**src/rtl/meteor_draw.sv**
```systemverilog
// meteor_draw: per-frame erase/redraw of the meteor square over the shared
// pixel-write bus. The block latches position and enable on the frame strobe,
// erases the square currently on screen, then draws the square at the new
// position. Pixels outside 320x240 are skipped without waiting for a grant.
// All outputs except o_plot are registered copies of the decode of the next
// state, so they always match the state registers.
module meteor_draw #(
    parameter int         SIZE      = 8,
    parameter logic [2:0] COLOUR    = 3'b100,
    parameter logic [2:0] BG_COLOUR = 3'b000
) (
    input  logic       i_clk,
    input  logic       m_reset,
    input  logic       m_frame,
    input  logic       enable,
    input  logic [9:0] m_x,
    input  logic [8:0] m_y,
    input  logic       i_grant,
    output logic       o_req,
    output logic       o_plot,
    output logic [9:0] o_x,
    output logic [8:0] o_y,
    output logic [2:0] o_colour,
    output logic       o_busy,
    output logic       o_done,
    output logic       o_overrun
);

    localparam int            CW   = $clog2(SIZE) + 32'sd1;
    localparam logic [CW-1:0] LAST = CW'(SIZE - 32'sd1);

    typedef enum logic [1:0] {
        IDLE   = 2'd0,
        ERASE  = 2'd1,
        DRAW   = 2'd2,
        FINISH = 2'd3
    } state_t;

    state_t        state_q, state_d;
    logic [9:0]    old_x_q, old_x_d, new_x_q, new_x_d;
    logic [8:0]    old_y_q, old_y_d, new_y_q, new_y_d;
    logic          old_valid_q, old_valid_d, new_en_q, new_en_d;
    logic [CW-1:0] cx_q, cx_d, cy_q, cy_d;
    logic          overrun_q, overrun_d;
    logic          req_q, req_d, busy_q, busy_d, done_q, done_d;
    logic [9:0]    x_q, x_d;
    logic [8:0]    y_q, y_d;
    logic [2:0]    colour_q, colour_d;

    logic          step_s, last_s;
    logic [9:0]    base_x_s;
    logic [8:0]    base_y_s;
    logic [10:0]   sum_x_s;
    logic [9:0]    sum_y_s;
    logic          on_s;

    // Next-state logic: frame capture, row-major scan, square bookkeeping.
    always_comb begin
        state_d     = state_q;
        old_x_d     = old_x_q;
        old_y_d     = old_y_q;
        old_valid_d = old_valid_q;
        new_x_d     = new_x_q;
        new_y_d     = new_y_q;
        new_en_d    = new_en_q;
        cx_d        = cx_q;
        cy_d        = cy_q;
        // A skipped (off-screen) pixel advances without a grant.
        step_s      = ~req_q | i_grant;
        last_s      = (cx_q == LAST) && (cy_q == LAST);
        case (state_q)
            IDLE: begin
                if (m_frame) begin
                    new_x_d  = m_x;
                    new_y_d  = m_y;
                    new_en_d = enable;
                    cx_d     = {CW{1'b0}};
                    cy_d     = {CW{1'b0}};
                    if (old_valid_q) begin
                        state_d = ERASE;
                    end else if (enable) begin
                        state_d = DRAW;
                    end else begin
                        state_d = FINISH;
                    end
                end else begin
                    state_d = IDLE;
                end
            end
            ERASE, DRAW: begin
                if (step_s) begin
                    if (last_s) begin
                        cx_d = {CW{1'b0}};
                        cy_d = {CW{1'b0}};
                        if (state_q == ERASE && new_en_q) begin
                            state_d = DRAW;
                        end else begin
                            state_d = FINISH;
                        end
                    end else if (cx_q == LAST) begin
                        cx_d = {CW{1'b0}};
                        cy_d = cy_q + CW'(1'b1);
                    end else begin
                        cx_d = cx_q + CW'(1'b1);
                    end
                end else begin
                    state_d = state_q;
                end
            end
            FINISH: begin
                old_x_d     = new_x_q;
                old_y_d     = new_y_q;
                old_valid_d = new_en_q;
                state_d     = IDLE;
            end
            default: begin
                state_d = IDLE;
            end
        endcase
        // A strobe anywhere but IDLE (FINISH included) is dropped and latched.
        if (m_frame && (state_q != IDLE)) begin
            overrun_d = 1'b1;
        end else begin
            overrun_d = overrun_q;
        end
    end

    // Output decode of the next state, registered below so outputs track state.
    always_comb begin
        base_x_s = (state_d == ERASE) ? old_x_d : new_x_d;
        base_y_s = (state_d == ERASE) ? old_y_d : new_y_d;
        sum_x_s  = {1'b0, base_x_s} + {{(11 - CW){1'b0}}, cx_d};
        sum_y_s  = {1'b0, base_y_s} + {{(10 - CW){1'b0}}, cy_d};
        on_s     = ((state_d == ERASE) || (state_d == DRAW)) &&
                   (sum_x_s <= 11'd319) && (sum_y_s <= 10'd239);
        req_d    = on_s;
        if (on_s) begin
            x_d      = sum_x_s[9:0];
            y_d      = sum_y_s[8:0];
            colour_d = (state_d == ERASE) ? BG_COLOUR : COLOUR;
        end else begin
            x_d      = 10'd0;
            y_d      = 9'd0;
            colour_d = 3'b000;
        end
        busy_d = (state_d != IDLE);
        done_d = (state_d == FINISH);
    end

    // State, square bookkeeping and registered outputs; async active-high reset.
    always_ff @(posedge i_clk or posedge m_reset) begin
        if (m_reset) begin
            state_q     <= IDLE;
            old_x_q     <= 10'd0;
            old_y_q     <= 9'd0;
            old_valid_q <= 1'b0;
            new_x_q     <= 10'd0;
            new_y_q     <= 9'd0;
            new_en_q    <= 1'b0;
            cx_q        <= {CW{1'b0}};
            cy_q        <= {CW{1'b0}};
            overrun_q   <= 1'b0;
            req_q       <= 1'b0;
            x_q         <= 10'd0;
            y_q         <= 9'd0;
            colour_q    <= 3'b000;
            busy_q      <= 1'b0;
            done_q      <= 1'b0;
        end else begin
            state_q     <= state_d;
            old_x_q     <= old_x_d;
            old_y_q     <= old_y_d;
            old_valid_q <= old_valid_d;
            new_x_q     <= new_x_d;
            new_y_q     <= new_y_d;
            new_en_q    <= new_en_d;
            cx_q        <= cx_d;
            cy_q        <= cy_d;
            overrun_q   <= overrun_d;
            req_q       <= req_d;
            x_q         <= x_d;
            y_q         <= y_d;
            colour_q    <= colour_d;
            busy_q      <= busy_d;
            done_q      <= done_d;
        end
    end

    assign o_req     = req_q;
    assign o_plot    = req_q & i_grant;
    assign o_x       = x_q;
    assign o_y       = y_q;
    assign o_colour  = colour_q;
    assign o_busy    = busy_q;
    assign o_done    = done_q;
    assign o_overrun = overrun_q;

endmodule
```
**config.mk**
```make
export PLATFORM = sky130hd
export DESIGN_NAME = meteor_draw
export DESIGN_NICKNAME = d
export VERILOG_FILES = /design/src/rtl/meteor_draw.sv
export SDC_FILE = /design/constraint.sdc
export NUM_CORES = 1
export LEC_CHECK = 0
export ABC_AREA = 1
export CAP_MARGIN = 40
export CORE_ASPECT_RATIO = 1.1
export CORE_MARGIN = 1.5
export CORE_UTILIZATION = 48
export CTS_CLUSTER_SIZE = 16
export DETAILED_ROUTE_END_ITERATION = 16
export PLACE_DENSITY = 0.74
export SLEW_MARGIN = 0
export SYNTH_ARGS = -nofsm -noshare
export SYNTH_HDL_FRONTEND = slang
export SYNTH_SLANG_ARGS = --single-unit
export TNS_END_PERCENT = 30
```
**constraint.sdc**
```tcl
create_clock -name i_clk -period 4.6 [get_ports i_clk]
set_input_delay 1.38 -clock i_clk [delete_from_list [all_inputs] [get_ports i_clk]]
set_output_delay 1.38 -clock i_clk [all_outputs]
set_load 0.01 [all_outputs]
```
# Yosys cells after proc, flatten, opt, wreduce, memory -nomap -nowiden
# Cells that the tools add are included.
[classes]
reduce_logical = 11
n_mux = 29
magnitude_cmp = 2
n_bitwise = 3
eq_ne = 8
addsub = 4
[op_table]
columns = ["cell", "n"]
rows = [
  ["$mux W10", 5],
  ["$mux W9", 5],
  ["$mux W4", 8],
  ["$pmux W4 S2", 2],
  ["$add A10 B4 Y11", 1],
  ["$le A11 B9 Y1 const B", 1],
  ["$add A9 B4 Y10", 1],
  ["$le A10 B8 Y1 const B", 1],
  ["$add A4 B1 Y4 const B", 2],
  ["$eq A2 B2 Y1 const B", 4],
  ["$eq A4 B3 Y1 const B", 2],
  ["$mux W2", 4],
  ["$mux W3", 2],
  ["$pmux W2 S3", 1],
  ["$logic_and A1 B1 Y1", 5],
  ["$eq A2 B1 Y1 const B", 2],
  ["$reduce_bool A2 Y1", 2],
  ["$logic_not A2 Y1", 1],
  ["$mux W1", 2],
  ["$reduce_and A2 Y1", 1],
  ["$reduce_or A2 Y1", 1],
  ["$and A1 B1 Y1", 1],
  ["$logic_or A1 B1 Y1", 1],
  ["$not A1 Y1", 1],
  ["$or A1 B1 Y1", 1],
]
[totals]
ff_bits = 76
out_inout_bits = 27
inputBits = 24

# Depth between registers and ports, before layout
[depth]
ltp_word = 13
depth_mapped = 32

# Worst setup path after synthesis
# OpenSTA, ideal clock, no wires.
[synth_path]
path_kind = "input -> register"
startpoint = "input i_grant"
endpoint = "register colour_q[2], in the netlist o_colour[2]"
path_buffers = 4
stages = 30
required_time_ns = 4.477
setup_slack_ns = -0.564
t_arrival_ns = 5.041
cell_sequence = "nor2_1 -> inv_1 -> nand2_1 -> nor3_1 -> nand2_1 -> inv_1 -> nand3_1 -> o211ai_1 -> o21ai_0 -> ha_1 -> buf_4 -> inv_2 -> buf_2 -> buf_1 -> nand2_1 -> o21ai_0 -> ha_1 -> inv_1 -> fa_1 -> inv_1 -> nand3_1 -> nand2_1 -> nand3_1 -> o21ai_0 -> nand2_1 -> nand3_1 -> nand2_1 -> inv_2 -> buf_6 -> nor3_2"
[synth_via]
elab_chain_cells = 10
[synth_rtl]
columns = ["item", "line_no", "source"]
rows = [
  ["start, declared", "18", "input logic i_grant,"],
  ["$or A1 B1 Y1 (*)", "69", "step_s = ~req_q | i_grant;"],
  ["$mux W2 (*)", "91", "if (step_s) begin"],
  ["$pmux W2 S3 (*)", "71", "case (state_q)"],
  ["net state_d[0]", "39", "state_t state_q, state_d;"],
  ["$eq A2 B1 Y1", "n/a", ""],
  ["$mux W10", "130", "base_x_s = (state_d == ERASE) ? old_x_d : new_x_d;"],
  ["$add A10 B4 Y11", "132", "sum_x_s = {1'b0, base_x_s} + {{(11 - CW){1'b0}}, cx_d};"],
  ["$le A11 B9 Y1", "135", "(sum_x_s <= 11'd319) && (sum_y_s <= 10'd239);"],
  ["$logic_and A1 B1 Y1", "134", "on_s = ((state_d == ERASE) || (state_d == DRAW)) &&"],
  ["$logic_and A1 B1 Y1", "135", ""],
  ["$mux W3 (*)", "137", "if (on_s) begin"],
  ["net colour_d[2]", "48", "logic [2:0] colour_q, colour_d;"],
  ["end signal, assigned", "183", "colour_q <= colour_d;"],
  ["end, declared", "48", ""],
]
# The timed path passes the listed nets; every way through them passes the cells marked *.
# A chain may end at the register's enable or synchronous reset.

# Final worst setup path
[layout_path]
startpoint = "input i_grant"
endpoint = "register y_q[5], in the netlist o_y[5]"
[layout_via]
elab_chain_cells = 10
[layout_rtl]
columns = ["item", "line_no", "source"]
rows = [
  ["$or A1 B1 Y1 (*)", "69", ""],
  ["$mux W2", "91", ""],
  ["$pmux W2 S3", "71", ""],
  ["$eq A2 B1 Y1", "130, 131, 134", ""],
  ["$mux W10", "130", ""],
  ["$add A10 B4 Y11", "132", ""],
  ["$le A11 B9 Y1", "135", ""],
  ["$logic_and A1 B1 Y1", "134", ""],
  ["$logic_and A1 B1 Y1", "135", ""],
  ["$mux W9 (*)", "137", ""],
  ["net y_d[5]", "47", "logic [8:0] y_q, y_d;"],
  ["end signal, assigned", "182", "y_q <= y_d;"],
  ["end, declared", "47", ""],
]
# Marked as above.

==> out/metrics.yaml <==
post-place-ws_ns: -0.501
finalCritPeriodShare_pct: 95.8
antenna_left: 0
tightestPinTransition_ns: 0.577
holdWs_ns: 0.480
pin_count: 51
clockBufferDepth: 2
cts_num_sinks: 74
die-width_um: 92.1
drt-total-wl_mm: 9.40
antenna_found_initial: 0
drive_gt1_share_pct: 23.0
endpoint: "o_y[5]"
grt_pass1_vias: 3435
ir_drop_mv: 0.397
crit_path_start: "i_grant"
root_buffer: "clkbuf_8"
period_minus_slack_ns: 4.41
required_ns: 4.87
final_net_count: 628
p_total_mw: 3.75
final_cell_mix: "nand2_1 (138), dfrtp_1 (74), inv_1 (65), clkdlybuf4s50_1 (46), buf_4 (37)"
r2r_setup_slack_ns: 0.70
cts.clk_slew.worst_paths_ns: 0.07
htree_levels: 3
reg2regPathDepth: 28
outcome: "finished clean"
synth_flop_cell: "dfrtp_1"
gp_congestion: 0.889
rr_endpoint: "o_y[5]"
netlist_area_sq_mm: 0.00419
num_vias: 3445
timing.final.ws_setup_ns: 0.195
design_area_sq_mm: 0.00535
relSlewSlack_pct: 61.6
io_buffers: 48
grt-ovfl-total: 0
diodes: 0
grt_max_degree: 36
hp-class: "reg -> reg"
avgSynthCellArea_sq_um: 8.36
cts_buffers: 9
cts_tree: "done"
place_area_sq_mm: 0.00497
slew_viol_final: 0
critPathLaunchType: "input pin"
viasPerCell: 4.91
hpwl_mm: 6.78
yosys_warnings: 0
num_rows: 35
cp.arrival_ns: 4.68
worst_setup_path_end_kind: "flop"
r2r-start: "cx_q[0]"
drv_cap: 0
crit_type: "in -> reg"
p_leak_nw: 2.72
initial_core_util_pct: 49.8
fmaxAchievable_ghz: 0.227
final_common_cell: "nand2_1"
drtPass1Iterations: 4
hold_violations: 0
drc: 0
power_density_mw_per_mm2: 702
fp.dieH_um: 101
synthCells: 501
syn_to_final_growth_pct: 27.7
synthDistinctLibCells: 44
synth_enable_flop_cells: 0
grt_use_total_pct: 22.0
ys_ff_latch: 74
core_area_sq_mm: 0.00841
grt_pass1_wl_mm: 15.9
clk_latency_ns: 0.36
drt-initial-drc-count: 184
async_reset_ff_share_pct: 100
crit_path_max_fanout: 19
finalSetupViolations: 0
final_util_pct: 63.6
dieArea_sq_mm: 0.00929
wl_per_cell_um: 13.4
ys_seq_area_share_pct: 44.2
fin_skew_ns: 0.0127
## metrics by stage
step	std cells	setup TNS [ns]
after floorplan	504	0
after global placement	680	-5.64
after detailed placement	680	-8.51
after CTS	700	0
after global routing	702	-0.139
final	702	0
## kinds of logic after synthesis
logic type,count (synthesis),synth area share (%)
AND/OR/NAND/NOR,256,30.3
buffers and inverters,91,10.5
flip-flops,74,44.2
AO/OA/AOI/OAI,55,7.83
adder cells (fa/ha/maj),18,5.74
XOR/XNOR,6,1.25
other,1,0.0895
## critical path, stage by stage
cell and delay (ns):
dlymetal6s2s_1 0.14, nor2_2 0.09, inv_2 0.05, nand2_2 0.08
nor3_4 0.04, nand2_1 0.09, inv_2 0.06, nor2_1 0.09
inv_1 0.06, a22oi_2 0.22, ha_4 0.22, clkinvlp_4 0.15
o21ai_2 0.18, ha_2 0.21, inv_1 0.06, fa_2 0.34
inv_1 0.06, nand3_1 0.07, nand2_2 0.10, nand3_2 0.11
nor3_4 0.20, nand2_1 0.07, nand2_1 0.06, nand2_1 0.07
nand2_1 0.08, inv_2 0.04, buf_12 0.16, nor3_2 0.20
## how the worst min path moves through the flow
stage               cells past startpoint  slack [ns]  startpoint          to
floorplan                               2        0.44  old_x_q[1]  old_x_q[1]
global placement                        2        0.45  old_x_q[1]  old_x_q[1]
detailed placement                      2        0.46  old_x_q[1]  old_x_q[1]
CTS                                     1        0.48   o_overrun   o_overrun
global route                            1        0.50   o_overrun   o_overrun
finish                                  1        0.48   o_overrun   o_overrun
## per-layer routing
metal	part of all wire, %	global-route usage (%)
met2	50	37.4
met5	0	0
met3	4.5	2.94
met4	2.1	9.94
met1	44	28.1
## flip-flops by register name, summed over array words and instances (netlist names)
register / flops
o_y: 9
o_done: 1
state_q: 2
cy_q: 4
o_x: 10
old_x_q: 10
o_req: 1
o_colour: 1
old_y_q: 9
o_overrun: 1
new_y_q: 9
new_en_q: 1
o_busy: 1
cx_q: 4
new_x_q: 10
old_valid_q: 1
## cell type report
class | instances | area [sq um]
Timing Repair Buffer | 89 | 826
Fill cell | 703 | 3060
Multi-Input combinational cell | 339 | 2020
Inverter | 72 | 275
Timing Repair inverter | 1 | 7.51
Clock inverter | 4 | 73.8
Clock buffer | 12 | 155
Tap cell | 111 | 139
Sequential cell | 74 | 1850
## where the power goes
part | internal, mW | total [mW] | switching, mW
registers | 0.882 | 0.982 | 0.0998
logic | 0.865 | 2.19 | 1.33
clock network | 0.335 | 0.575 | 0.240
total | 2.08 | 3.75 | 1.67
## synthesized netlist by cell type, types with 2 or more instances
cell type,number,area share [%]
ha_1,16,4.8
fa_1,2,0.96
clkbuf_1,3,0.27
xnor2_1,4,0.84
nor2_1,18,1.6
dfrtp_1,74,44
nor3_2,12,2.9
o21ai_2,3,0.63
nor3_1,7,0.84
o211ai_1,2,0.36
buf_4,4,0.72
o32ai_1,2,0.42
buf_6,7,1.9
o21ai_0,32,3.8
nand3_2,6,1.4
and2_1,3,0.45
or2_2,4,0.60
nand2_2,23,3.4
nand3_1,31,3.7
xor2_1,2,0.42
o22ai_1,2,0.30
buf_2,2,0.24
nand2_1,141,13
nand4_1,4,0.60
a21oi_1,8,0.96
inv_1,68,6.1
o21a_1,2,0.36
inv_2,3,0.27
## timing repair
action,in CTS,in global routing
buffers inserted,3,2
setup endpoints to repair,19,19
resized for setup,7,15
pin swaps,0,7
hold buffers,0,0
gates cloned,1,0
endpoints found under the hold margin,0,0
No activity file was read; power rests on OpenSTA's default activity.
